$ cat src/rtl/dmem_arbiter.sv
// Two-port round-robin arbiter for the 64-word data memory with bounded lock bursts,
// address checking with write suppression, and registered one-cycle read return.
`timescale 1ns/1ps
module dmem_arbiter #(
  parameter int DEPTH     = 64,
  parameter int MAX_BURST = 4
) (
  input  logic        clk,
  input  logic        reset,
  input  logic        req0,
  input  logic        we0,
  input  logic [31:0] addr0,
  input  logic [31:0] wdata0,
  input  logic        lock0,
  output logic        gnt0,
  output logic        rvalid0,
  output logic [31:0] rdata0,
  output logic        err0,
  input  logic        req1,
  input  logic        we1,
  input  logic [31:0] addr1,
  input  logic [31:0] wdata1,
  input  logic        lock1,
  output logic        gnt1,
  output logic        rvalid1,
  output logic [31:0] rdata1,
  output logic        err1,
  output logic        mem_we,
  output logic [31:0] mem_a,
  output logic [31:0] mem_wd,
  input  logic [31:0] mem_rd
);

  typedef enum logic [1:0] {OWN_NONE, OWN_P0, OWN_P1} owner_e;

  owner_e      owner_q, owner_d, gnt_owner;
  logic        last_q, last_d;
  logic [3:0]  count_q, count_d, count_nx;
  logic [1:0]  pend_q, pend_d, err_q, err_d;
  logic [31:0] rdata0_q, rdata0_d, rdata1_q, rdata1_d;

  logic        any_gnt, sel_we, sel_lock, bad, rd_ok;
  logic [31:0] sel_addr, sel_wd;

  // Grant: a live owner keeps the bus; otherwise a tie goes to the port not granted last.
  always_comb begin
    gnt0 = 1'b0;
    gnt1 = 1'b0;
    if (!reset) begin
      if (owner_q == OWN_P0 && req0)      gnt0 = 1'b1;
      else if (owner_q == OWN_P1 && req1) gnt1 = 1'b1;
      else if (req0 && req1) begin
        gnt0 = last_q;
        gnt1 = !last_q;
      end else begin
        gnt0 = req0;
        gnt1 = req1;
      end
    end
  end

  always_comb begin
    any_gnt   = gnt0 | gnt1;
    gnt_owner = gnt1 ? OWN_P1 : OWN_P0;
    sel_addr  = gnt1 ? addr1  : addr0;
    sel_wd    = gnt1 ? wdata1 : wdata0;
    sel_we    = gnt1 ? we1    : we0;
    sel_lock  = gnt1 ? lock1  : lock0;
    bad       = (sel_addr[1:0] != 2'b00) || (sel_addr[31:2] >= 30'(DEPTH));
    rd_ok     = any_gnt && !sel_we && !bad;
    mem_a     = any_gnt ? sel_addr : 32'd0;
    mem_wd    = any_gnt ? sel_wd   : 32'd0;
    mem_we    = any_gnt && sel_we && !bad;
  end

  // NOTE: every signal assigned in an always_comb gets a default first, so no path
  // leaves it unassigned and no latch is inferred.
  always_comb begin
    owner_d  = owner_q;
    count_d  = count_q;
    last_d   = last_q;
    count_nx = 4'd0;
    if ((owner_q == OWN_P0 && !req0) || (owner_q == OWN_P1 && !req1)) begin
      owner_d = OWN_NONE;
      count_d = 4'd0;
    end
    if (any_gnt) begin
      if (sel_lock) begin
        count_nx = (owner_q == gnt_owner) ? count_q + 4'd1 : 4'd1;
        if (count_nx == 4'(MAX_BURST)) begin
          owner_d = OWN_NONE;
          count_d = 4'd0;
          last_d  = gnt1;
        end else begin
          owner_d = gnt_owner;
          count_d = count_nx;
        end
      end else begin
        owner_d = OWN_NONE;
        count_d = 4'd0;
        last_d  = gnt1;
      end
    end
  end

  // Completion data is registered so mem_rd never reaches an output combinationally.
  always_comb begin
    pend_d   = {gnt1, gnt0};
    err_d    = {gnt1 & bad, gnt0 & bad};
    rdata0_d = (gnt0 && rd_ok) ? mem_rd : 32'd0;
    rdata1_d = (gnt1 && rd_ok) ? mem_rd : 32'd0;
  end

  // NOTE: sequential state uses non-blocking assignments so every register samples
  // the pre-edge values of the others.
  always_ff @(posedge clk) begin
    if (reset) begin
      owner_q  <= OWN_NONE;
      last_q   <= 1'b1;
      count_q  <= 4'd0;
      pend_q   <= 2'b00;
      err_q    <= 2'b00;
      rdata0_q <= 32'd0;
      rdata1_q <= 32'd0;
    end else begin
      owner_q  <= owner_d;
      last_q   <= last_d;
      count_q  <= count_d;
      pend_q   <= pend_d;
      err_q    <= err_d;
      rdata0_q <= rdata0_d;
      rdata1_q <= rdata1_d;
    end
  end

  assign rvalid0 = pend_q[0];
  assign rvalid1 = pend_q[1];
  assign err0    = err_q[0];
  assign err1    = err_q[1];
  assign rdata0  = rdata0_q;
  assign rdata1  = rdata1_q;

endmodule

$ cat config.mk
export PLATFORM = sky130hd
export DESIGN_NAME = dmem_arbiter
export DESIGN_NICKNAME = d
export VERILOG_FILES = /design/src/rtl/dmem_arbiter.sv
export SDC_FILE = /design/constraint.sdc
export NUM_CORES = 1
export LEC_CHECK = 0
export ABC_AREA = 1
export BUFFER_PORTS_ARGS = -buffer_cell sky130_fd_sc_hd__buf_2
export CAP_MARGIN = 40
export CORE_AREA = 2 2 118 120
export CTS_CLUSTER_SIZE = 28
export DETAILED_ROUTE_END_ITERATION = 8
export DIE_AREA = 0 0 120 122
export MAX_ROUTING_LAYER = met4
export SYNTH_ARGS = -nofsm -noshare
export SYNTH_HDL_FRONTEND = slang
export SYNTH_SLANG_ARGS = --single-unit
$ cat constraint.sdc
create_clock -name clk -period 2.3 [get_ports clk]
set_clock_uncertainty 0.2 [all_clocks]
set_input_delay 0.115 -clock clk [delete_from_list [all_inputs] [get_ports clk]]
set_output_delay 0.115 -clock clk [all_outputs]
set_load 0.05 [all_outputs]
# Word-level counts from Yosys, hierarchy flattened
# Index checks and enable logic that the tools add are counted.
# totals
reg_bits	75
inputBits	168
output_inout_bits	135
word_cells	68
# op_classes
n_addsub	1
order_cmp	1
n_eq_ne	5
n_mux	26
bitwise_logic	5
reduce_logical	23
# ops
op	count
32-bit two-way mux	4
30-bit by 7-bit >= comparator with 1-bit output, second input constant	1
4-bit two-way mux	5
1-bit two-way mux	12
1-bit logical AND	11
2-bit two-way mux	5
1-bit logical NOT	5
4-bit by 1-bit adder with 4-bit output, second input constant	1
4-bit by 3-bit == test with 1-bit output, second input constant	1
2-bit nonzero test	2
2-bit OR reduction	2
1-bit bitwise AND	2
2-bit by 1-bit == test with 1-bit output, second input constant	1
2-bit == test	1
2-bit == test, second input constant	1
1-bit logical OR	2
2-bit by 1-bit != test with 1-bit output, second input constant	1
1-bit inverter	2
2-bit AND reduction	1
1-bit OR	1

# Longest topological paths before layout
# logic_depth
depth_word	13
ltp_mapped	15
mapped_depth_nobuf	14

# Least setup slack after synthesis
# OpenSTA, ideal clock, no wires.
# synth_timing
path_type	flip-flop to output port
from	register owner_q[1]
to	output mem_wd[18]
t_arrival_ns	2.475
t_required_ns	1.985
slack_ns	-0.490
path_stages_with_launch	9
n_path_buf	2
cell_sequence	dfxtp_1 inv_2 nand3_1 nand2_2 nor2_4 buf_2 clkbuf_1 nand2_1 a21oi_1
# synth_via
elab_chain_len	7
elab_cells_between_ends	13
classes_between	eq/ne (2); mux (8); bitwise (1); reduce/logical (2)
# synth_rtl
element	line	source
start: declaration	36	owner_e owner_q, owner_d, gnt_owner;
start signal: assignment	126	owner_q <= owner_d;
2-bit == test	51	else if (owner_q == OWN_P1 && req1) gnt1 = 1'b1;
1-bit logical AND	51	
1-bit two-way mux	51	
1-bit two-way mux *	50	if (owner_q == OWN_P0 && req0) gnt0 = 1'b1;
1-bit two-way mux *	49	if (!reset) begin
net gnt1	24	output logic gnt1,
32-bit two-way mux / 1-bit OR (equally long branches)	66, 63	
32-bit two-way mux *	72	mem_wd = any_gnt ? sel_wd : 32'd0;
end: declaration	30	output logic [31:0] mem_wd,
# The timed path passes the listed nets; every way through them passes the cells marked *.

# Final worst setup path
# layout_timing
from	register owner_q[0]
to	output mem_we
# layout_via
elab_chain_len	10
elab_cells_between_ends	19
classes_between	order compare (1); eq/ne (2); mux (8); bitwise (1); reduce/logical (7)
# layout_rtl
element	line	source
2-bit == test	51	
1-bit logical AND	51	
1-bit two-way mux	51	
1-bit two-way mux	50	
1-bit two-way mux	49	
32-bit two-way mux	65	sel_addr = gnt1 ? addr1 : addr0;
30-bit by 7-bit >= comparator with 1-bit output / 2-bit nonzero test (equally long branches)	69	bad = (sel_addr[1:0] != 2'b00) || (sel_addr[31:2] >= 30'(DEPTH));
1-bit logical OR	69	
1-bit logical NOT	73	mem_we = any_gnt && sel_we && !bad;
1-bit logical AND *	73	
end: declaration	28	output logic mem_we,
# Mark *: on every way between the ends. The rest lies on a longest branch, timed or not.

==> results.ini <==
[drt]
drc=0
ant_nets=0
num_vias=4876
wl_mm=16.17
drt-wirelength-per-cell_um=14.37
firstDrtPassIters=4
first_iter_violations=187
viasPerCell=4.334

[cells_and_area]
nets=1110
fillCellCount=1199
utilization_pct=58.11
design_area_um2=7848
n_antenna_cell=0
drive_gt1_share_pct=59.26
area_growth_pct=118.5

[clock_network]
cts_buffers=9
clock-root-buffer=clkbuf_16
h-tree-depth=3
cts_tree=built
clk_pin_slew_ns=0.06
clock_sinks=75
clk_latency_ns=0.32
clock_path_buffers=2

[synthesis]
synthFlopType=dfxtp_1
netlist_instances=537
post-synth-top-count-cell=nand2_1
syn_area_um2=3592
yosys_warnings=0
syn_avg_cell_area_um2=6.689
synth_edf_count=0
yosysSeqAreaShare_pct=41.80
yosysTopAreaCellShare_pct=41.80
synthTopCellsByCount=nand2_1, nor2_1, dfxtp_1
ys_ff_latch=75
synth.area.top_cells=dfxtp_1, nand2_1, nor2_1
async_flop_share_pct=0
synth.distinct_cells=29
syn_nets=706
synth.largest_area_cell=dfxtp_1

[timing]
setup_viol=79
min_period_ns=2.441
slew_viol_final=0
hold_viol=0
worst_pin_slew_ns=0.3225
rsz0062_at_grt=true
fin_ws_ns=-0.1407
relSlewSlack_pct=78.27
setup_tns_ns=-3.136
post-route-period-util_pct=106.1
max_freq_mhz=409.7

[global_route]
grt_max_degree=28
grt_pass1_vias=4724
grt_pass1_wl_mm=22.91
gr-total-overflow=0
grt_use_total_pct=20.74
grt_antenna_before_repair=1

[placed_design]
place_hpwl_mm=10.81
portBuffers=302
dpl_cell_area_um2=5738
gp_congestion=0.8660

[setup_path]
critPathMaxFanout=7
critPathBufInv=2
crit_required_ns=1.99
arrival_ns=2.13
crit_chain=inv_2 -> nand2_4 -> nand3_4 -> nand2_4 -> nand2_1 -> nand2_2 -> nand2_1 -> nor2_2 -> nand2_2 -> nor2_4 -> nand2_2 -> nor3_4 -> buf_6
crit_type=reg2out
critPathSlowestCell=dfxtp_2
cp_top_family=simple AND/OR/NAND/NOR gates
crit_path_frequent_cell=nand2_2
crit_path_max_incr_delay_ns=0.35
endpoint_kind=output port
critical_path.startpoint_type=flip-flop

[power]
power.density_nw_per_um2=521.7
static-leakage-power_nw=4.086
p_total_mw=4.094
ir_worst_vdd_v=0.0003057

[status]
violations=setup timing
status=complete, but fails checks

[flow_run]
cap_violations=0

[die]
io_pins=303
start_util_pct=26.60
core_area_um2=13500
dieArea_um2=14640
die_y_um=122
die_width_um=120
placementRows=43

[hold_path]
hold_path_class=in2reg

report_power, final:
| part | internal, mW | switching [mW] |
|---|---|---|
| registers | 1.31 | 0.00790 |
| clock network | 0.834 | 0.522 |
| logic | 0.578 | 0.844 |
registers in the layout, summed over array words and instances (netlist names):
register  flops
rdata0       32
rdata1       32
count_q       4
err_q         2
owner_q       2
pend_q        2
last_q        1
metal layers:
| layer | vias to the layer above | GRT usage, % | wire [um] |
|---|---|---|---|
| met5 | - | - | 0 |
| met4 | 0 | 6.250 | 244 |
| met3 | 21 | 4.916 | 1152 |
| met2 | 220 | 38.88 | 8748 |
| li1 | 2430 | - | - |
| met1 | 2205 | 21.43 | 6024 |
cell type report:
class / count / area, um2 / area share (%)
inverters: 75 / 294.0 / 3.747
repair buffers: 416 / 3166 / 40.34
multi-input cells: 364 / 2362 / 30.10
well taps: 180 / 225.2 / 2.870
clock buffers: 9 / 225.2 / 2.870
clock inverters: 6 / 67.56 / 0.8610
flip-flops and latches: 75 / 1508 / 19.21
placed cells by master (no fill, tap or decap), types with 14 or more instances in the layout:
cell / instances
buf_2: 237
dfxtp_1: 72
nand2_1: 144
dlygate4sd3_1: 34
nor2_1: 28
a21oi_2: 31
nor2_4: 49
buf_6: 70
nor2_2: 35
buf_4: 51
nand2_2: 14
inv_1: 67
metrics by stage:
step / cells / setup slack [ns] / hold slack (ns)
final: 1125 / -0.1407 / 0.06372
after global routing: 1125 / -0.3112 / 0.07367
after CTS: 1116 / -0.1648 / 0.02889
after detailed placement: 1038 / -0.1131 / 0.1494
after global placement: 1038 / -0.1045 / 0.1435
after floorplan: 537 / -0.2142 / 0.04957
tightest hold or removal path, stage by stage:
cell and delay, ns:
buf_2 0.10, nor2_2 0.06, nand2_4 0.11, buf_4 0.12
nor2_1 0.03
final timing paths:
path | from | end | slack (ns) | cells past startpoint
setup / recovery | owner_q[0] | mem_we | -0.14 | 13
hold / removal | reset | pend_q[1] | 0.06 | 5
setup reg to reg | owner_q[0] | rdata1[30] | -0.08 | 16
hold reg to reg | count_q[3] | count_q[3] | 0.28 | 2
timing repair:
action / CTS / global route
hold endpoints to repair: 71 / 0
setup endpoints to repair: 130 / 136
cloned: 6 / 5
hold buffers: 34 / 0
gates resized for setup: 173 / 133
pin swaps: 13 / 23
setup buffers: 23 / 9
cells by family after synthesis:
family / after synthesis / share of synthesized area [%]
flip-flops: 75 / 41.80
XOR/XNOR: 2 / 0.4877
adder cells (fa/ha/maj): 1 / 0.3483
buffers and inverters: 102 / 12.96
AND/OR/NAND/NOR: 299 / 35.81
AO/OA/AOI/OAI: 58 / 8.603
No activity file was read; power rests on OpenSTA's default activity.
